### config.mk
export PLATFORM = sky130hd
export DESIGN_NAME = roi_shift_driver
export DESIGN_NICKNAME = d
export VERILOG_FILES = /design/src/rtl/roi_shift_driver.sv
export SDC_FILE = /design/constraint.sdc
export NUM_CORES = 1
export LEC_CHECK = 0
export BUFFER_PORTS_ARGS = -buffer_cell sky130_fd_sc_hd__buf_2
export CAP_MARGIN = 20
export CORE_MARGIN = 3
export CORE_UTILIZATION = 30
export CTS_BUF_LIST = sky130_fd_sc_hd__clkbuf_4 sky130_fd_sc_hd__clkbuf_8 sky130_fd_sc_hd__clkbuf_16
export CTS_CLUSTER_SIZE = 14
export DETAILED_ROUTE_END_ITERATION = 8
export PLACE_DENSITY_LB_ADDON = 0.1
export SLEW_MARGIN = 20
export SYNTH_ARGS = -nofsm -noshare
export SYNTH_HDL_FRONTEND = slang
export SYNTH_SLANG_ARGS = --single-unit
### constraint.sdc
create_clock -name clk -period 2.36 [get_ports clk]
set_clock_uncertainty 0.1 [all_clocks]
set_input_delay 0.118 -clock clk [delete_from_list [all_inputs] [get_ports clk]]
set_output_delay 0.118 -clock clk [all_outputs]
set_load 0.005 [all_outputs]
### src/rtl/roi_shift_driver.sv
// roi_shift_driver: drives a serial-chain DUT harness through one full
// load/settle/capture/drain transaction per accepted start request.
//
// Sequence (cycle 0 is the first cycle after start is accepted):
//   FILL      0 .. DIN_N-1             shift vec_in into the DUT, stb=0
//   STB_LOAD  DIN_N                    stb=1 (DUT din <= vec_in)
//   SETTLE    DIN_N+1 .. 2*DIN_N-1     stb=0
//   STB_CAP   2*DIN_N                  stb=1 (DUT dout_shr <= dout)
//   DRAIN     2*DIN_N+1 .. 2*DIN_N+DOUT_N   capture dut_do serially
//   DONE      2*DIN_N+DOUT_N+1         done=1, vec_out updated
// di carries vec_in MSB-first and wraps cyclically through the end of DRAIN.
//
// Ports:
//   clk      clock, all logic on posedge
//   rst      synchronous active-high reset
//   start    transaction request, sampled only in IDLE
//   vec_in   parallel vector delivered to the DUT, latched on acceptance
//   vec_out  parallel vector captured from the DUT (registered)
//   busy     high in every state except IDLE
//   done     one-cycle pulse, vec_out valid from this cycle on
//   di       serial data to the DUT harness
//   stb      parallel-load strobe to the DUT harness
//   dut_do   serial data returned by the DUT harness

module roi_shift_driver #(
  parameter int unsigned DIN_N  = 256,
  parameter int unsigned DOUT_N = 256
) (
  input  logic              clk,
  input  logic              rst,
  input  logic              start,
  input  logic [DIN_N-1:0]  vec_in,
  output logic [DOUT_N-1:0] vec_out,
  output logic              busy,
  output logic              done,
  output logic              di,
  output logic              stb,
  input  logic              dut_do
);

  localparam int unsigned MAX_N = (DIN_N > DOUT_N) ? DIN_N : DOUT_N;
  localparam int unsigned CNT_W = $clog2(MAX_N) + 1;

  // Last counter value of each multi-cycle state; counter restarts at 0 per state.
  localparam logic [CNT_W-1:0] FILL_LAST   = CNT_W'(DIN_N - 1);
  localparam logic [CNT_W-1:0] SETTLE_LAST = CNT_W'(DIN_N - 2);
  localparam logic [CNT_W-1:0] DRAIN_LAST  = CNT_W'(DOUT_N - 1);
  localparam logic [CNT_W-1:0] CNT_ONE     = CNT_W'(1);

  typedef enum logic [2:0] {
    S_IDLE,
    S_FILL,
    S_STB_LOAD,
    S_SETTLE,
    S_STB_CAP,
    S_DRAIN,
    S_DONE
  } state_t;

  state_t            state;
  logic [CNT_W-1:0]  cnt;
  logic [DIN_N-1:0]  rot;
  logic [DOUT_N-1:0] cap;

  logic [DIN_N-1:0]  vec_in_rotl;
  logic [DIN_N-1:0]  rot_next;
  logic [DOUT_N-1:0] cap_next;
  logic              shifting;

  // rot always holds the bit pattern whose MSB is the next di value.
  assign vec_in_rotl = {vec_in[DIN_N-2:0], vec_in[DIN_N-1]};
  assign rot_next    = {rot[DIN_N-2:0], rot[DIN_N-1]};

  // Capture shifts dut_do into the LSB; first sample ends up in the MSB.
  assign cap_next = (cap << 1) | DOUT_N'(dut_do);

  // di keeps streaming the rotated vector from FILL through DRAIN.
  assign shifting = (state == S_FILL)   || (state == S_STB_LOAD) ||
                    (state == S_SETTLE) || (state == S_STB_CAP)  ||
                    (state == S_DRAIN);

  // Transaction sequencer with registered outputs.
  always_ff @(posedge clk) begin
    if (rst) begin
      state   <= S_IDLE;
      cnt     <= '0;
      rot     <= '0;
      cap     <= '0;
      vec_out <= '0;
      busy    <= 1'b0;
      done    <= 1'b0;
      di      <= 1'b0;
      stb     <= 1'b0;
    end else begin
      done <= 1'b0;

      if (shifting) begin
        di  <= rot[DIN_N-1];
        rot <= rot_next;
      end

      case (state)
        S_IDLE: begin
          di   <= 1'b0;
          stb  <= 1'b0;
          busy <= 1'b0;
          if (start) begin
            // Cycle 0 must already present the MSB, so di is loaded here.
            di    <= vec_in[DIN_N-1];
            rot   <= vec_in_rotl;
            cap   <= '0;
            cnt   <= '0;
            busy  <= 1'b1;
            state <= S_FILL;
          end
        end

        S_FILL: begin
          if (cnt == FILL_LAST) begin
            cnt   <= '0;
            stb   <= 1'b1;
            state <= S_STB_LOAD;
          end else begin
            cnt <= cnt + CNT_ONE;
          end
        end

        S_STB_LOAD: begin
          stb   <= 1'b0;
          cnt   <= '0;
          state <= S_SETTLE;
        end

        S_SETTLE: begin
          if (cnt == SETTLE_LAST) begin
            cnt   <= '0;
            stb   <= 1'b1;
            state <= S_STB_CAP;
          end else begin
            cnt <= cnt + CNT_ONE;
          end
        end

        S_STB_CAP: begin
          stb   <= 1'b0;
          cnt   <= '0;
          state <= S_DRAIN;
        end

        S_DRAIN: begin
          cap <= cap_next;
          if (cnt == DRAIN_LAST) begin
            // Final sample goes straight into vec_out on the DRAIN->DONE edge.
            vec_out <= cap_next;
            done    <= 1'b1;
            di      <= 1'b0;
            cnt     <= '0;
            state   <= S_DONE;
          end else begin
            cnt <= cnt + CNT_ONE;
          end
        end

        S_DONE: begin
          // start is ignored here; acceptance resumes from IDLE.
          busy  <= 1'b0;
          di    <= 1'b0;
          stb   <= 1'b0;
          cnt   <= '0;
          state <= S_IDLE;
        end

        default: begin
          busy  <= 1'b0;
          di    <= 1'b0;
          stb   <= 1'b0;
          cnt   <= '0;
          state <= S_IDLE;
        end
      endcase
    end
  end

endmodule

==> key figures <==
Synth
  – Synth Cell Area: 0.0297 mm²
  – Synth Instances: 3,778
  – Ys Warns: 0
  – Post-Syn Nets: about 4,000
  – Syn Area/Cell: approximately 8 µm²
  – Synth Flop Type: dfxtp_1
  – FF+latch count, synth: 783
  – Ys async rst share: 0%
  – Seq/Total Area, Yosys: about 53%
  – Library cells used by synthesis: 39
  – Post-synth EDFFs: 0

Worst setup path
  – Reg2reg setup slack: between 200 and 250 ps
  – RR Startpoint: cnt[3]
  – Max stage delay cell, worst path: dfxtp_1
  – Critical Path Max Stage Delay: approximately 400 ps
  – R2R cell count: 8
  – FF-to-FF End: vec_out[196]
  – Max Fanout on Critical Path: between 70 and 80
  – Crit path cell chain: and4_1 > nand4_1 > inv_1 > ha_2 > and2_4 > buf_12 > nand2_1 > a21oi_1
  – Critical Path End Type: register
  – Worst path bufs/invs: 2
  – Top delay family on crit path: simple AND/OR/NAND/NOR gates
  – Arr. time, crit path: 2610 ps
  – CP Data Required Time: ~2800 ps
  – Startpoint types: register
  – Worst setup path class: reg2reg

Clocking
  – CTS Root Buffer Type: clkbuf_16
  – CTS tree: done
  – Worst skew pair latency: 660 ps
  – Clock-pin slew on the worst setup and hold paths: 60 ps
  – Num CTS Buffers: 90
  – CTS Sinks: just under 800
  – Max clock buf depth: 3
  – H-tree depth: 3

Power
  – Leak: between 10 and 15 nW
  – Tot Pwr: between 30 and 40 mW
  – Power per cell area: around 780 mW/mm²
  – Max VDD drop: between 400 and 500 µV

Detailed routing
  – Starting DRT DRC Count: 1,972
  – Via count: 28,000
  – Pre-antenna DRT Iters: 5
  – Vias/cell: about 5
  – Wire per inst: around 16 µm
  – # DRC: 0
  – Antenna viol nets, final: 0
  – Routed wire length: 95.0 mm

GRT
  – Largest net degree at the start of global routing: around 140
  – Overflow after GRT: 0
  – First-pass GRT wire length: between 150 and 200 mm
  – Global-route usage over all layers: between 15 and 20%
  – Vias in the first global route: between 20,000 and 30,000
  – Antenna violations before repair: 12

Min path
  – Hold path endpoint: rot[156]
  – HP Class: in2reg
  – Hold path start: vec_in[155]
  – Hold path depth: 4

Floorplan
  – Chip width: roughly 320 µm
  – Io pins: between 500 and 600
  – Initial core utilization: a little under a third
  – Core area: roughly 0.097 mm²
  – Die Y: 321 µm
  – Cell Rows: 114
  – Die ar.: between 0.1 and 0.15 mm²

Timing
  – Minimum clock period after layout: between 2000 and 2500 ps
  – Hold slack: 193 ps
  – Fmax: 0.468 GHz
  – Setup ws final: roughly 220 ps
  – Setup violations, final: 0
  – Least-Margin Pin Slew: 722 ps
  – Fin Setup TNS: 0 ps
  – Final period util: around nine tenths
  – Slew Viols, Final: 0
  – Worst rel slew slack: roughly half
  – Hold Fails Final Rpt: 0

Placed design
  – # port buffers: ~520
  – Place WS: roughly 110 ps
  – Dpl hpwl: ~59 mm
  – DP Cell Count: approximately 5,300
  – GP Congestion: roughly 0.75

Outcome
  – Status: finished clean

Final layout
  – Nets: approximately 4,700
  – Synth-to-Final Area Change: 33.0%
  – Most frequent cells in the layout: nand2_1 (1,293), dfxtp_1 (783), a21oi_1 (523)
  – Final std cells w/o fill: 5,765
  – Commonest non-fill, non-tap cell in the layout: nand2_1
  – Layout cell share with drive strength beyond 1: between 10% and 20%
  – Fill cell count: roughly 10,000

Job
  – Max-capacitance violation count: 0
## worst min-delay path, cell delays in order
cell and delay, ps:
dlygate4sd3_1 520, buf_2 120, nor2_1 90, a311oi_1 50
## per-stage QoR
step | utilization [%] | area [µm²]
floorplan | - | 29700
global placement | 34.6 | 33700
detailed placement | 34.6 | 33700
CTS | 40.5 | 39500
global route | 40.6 | 39500
finish | 40.6 | 39500
## final cells by class
type / count / area [µm²] / share of cell area (%)
clock inverter: 34 / 424 / 1.07
clock buffer: 131 / 2730 / 6.90
sequential: 783 / 15700 / 39.7
timing repair buffer: 883 / 6630 / 16.8
tap: 1276 / 1600 / 4.04
multi-input combinational: 2643 / 12400 / 31.4
antenna: 9 / 22.5 / 0.0570
inverter: 6 / 22.5 / 0.0570
## sequential cells by signal, indices dropped and copies added, names as in the netlist
register  count
cap         255
di            1
cnt           9
state         3
stb           1
busy          1
rot         256
vec_out     256
done          1
## where the power goes
group	leakage, nW	internal [mW]	switching, mW
Clock	1.59	8.92	5.76
Combinational	6.75	0.947	1.21
Sequential	6.36	13.6	0.200
## metal layers
metal	share of wire (%)	track usage, %
met5	0.029	0
met4	1.9	5.22
met3	4.6	3.16
met2	46	28.5
met1	47	24.1
## worst max-delay path by stage
stage	startpoint	end	slack, ps	cells after the start
2_1_floorplan	cnt[2]	vec_out[76]	460	10
5_1_grt	cnt[3]	vec_out[170]	-30	8
3_5_place_dp	cnt[0]	cnt[0]	110	7
3_3_place_gp	cnt[0]	cnt[0]	110	7
4_1_cts	cnt[0]	cnt[4]	100	7
6_report	cnt[3]	vec_out[196]	220	8
## cells in the mapped netlist, drive strengths merged, types with 2 or more instances
| cell | number | area (µm²) |
|---|---|---|
| nand2b | 2 | 12.5 |
| nor3 | 3 | 20.0 |
| ha | 4 | 50.1 |
| inv | 6 | 22.5 |
| a21oi | 524 | 2630 |
| dfxtp | 783 | 15700 |
| a311oi | 257 | 2250 |
| buf | 200 | 1100 |
| nand2 | 1297 | 4880 |
| o21ai | 2 | 10.0 |
| o21bai | 2 | 15.0 |
| nand3 | 258 | 1290 |
| nor2b | 4 | 25.0 |
| nor2 | 262 | 983 |
| clkbuf | 146 | 548 |
| and2 | 3 | 18.8 |
| o22ai | 6 | 37.5 |
| a211oi | 4 | 30.0 |
## logic make-up after synthesis
logic type / synth area share, %
buf+inv: 5.62
compound gates: 16.9
fa+ha+maj: 0.168
simple gates: 24.5
flops: 52.7
## what timing repair did
action,in CTS,in global routing
resized for setup,0,3
hold buffers,261,0
hold endpoints to repair,350,0
setup buffers,0,1
endpoints found under the setup margin,0,57
(Power assumes the default switching activity.)
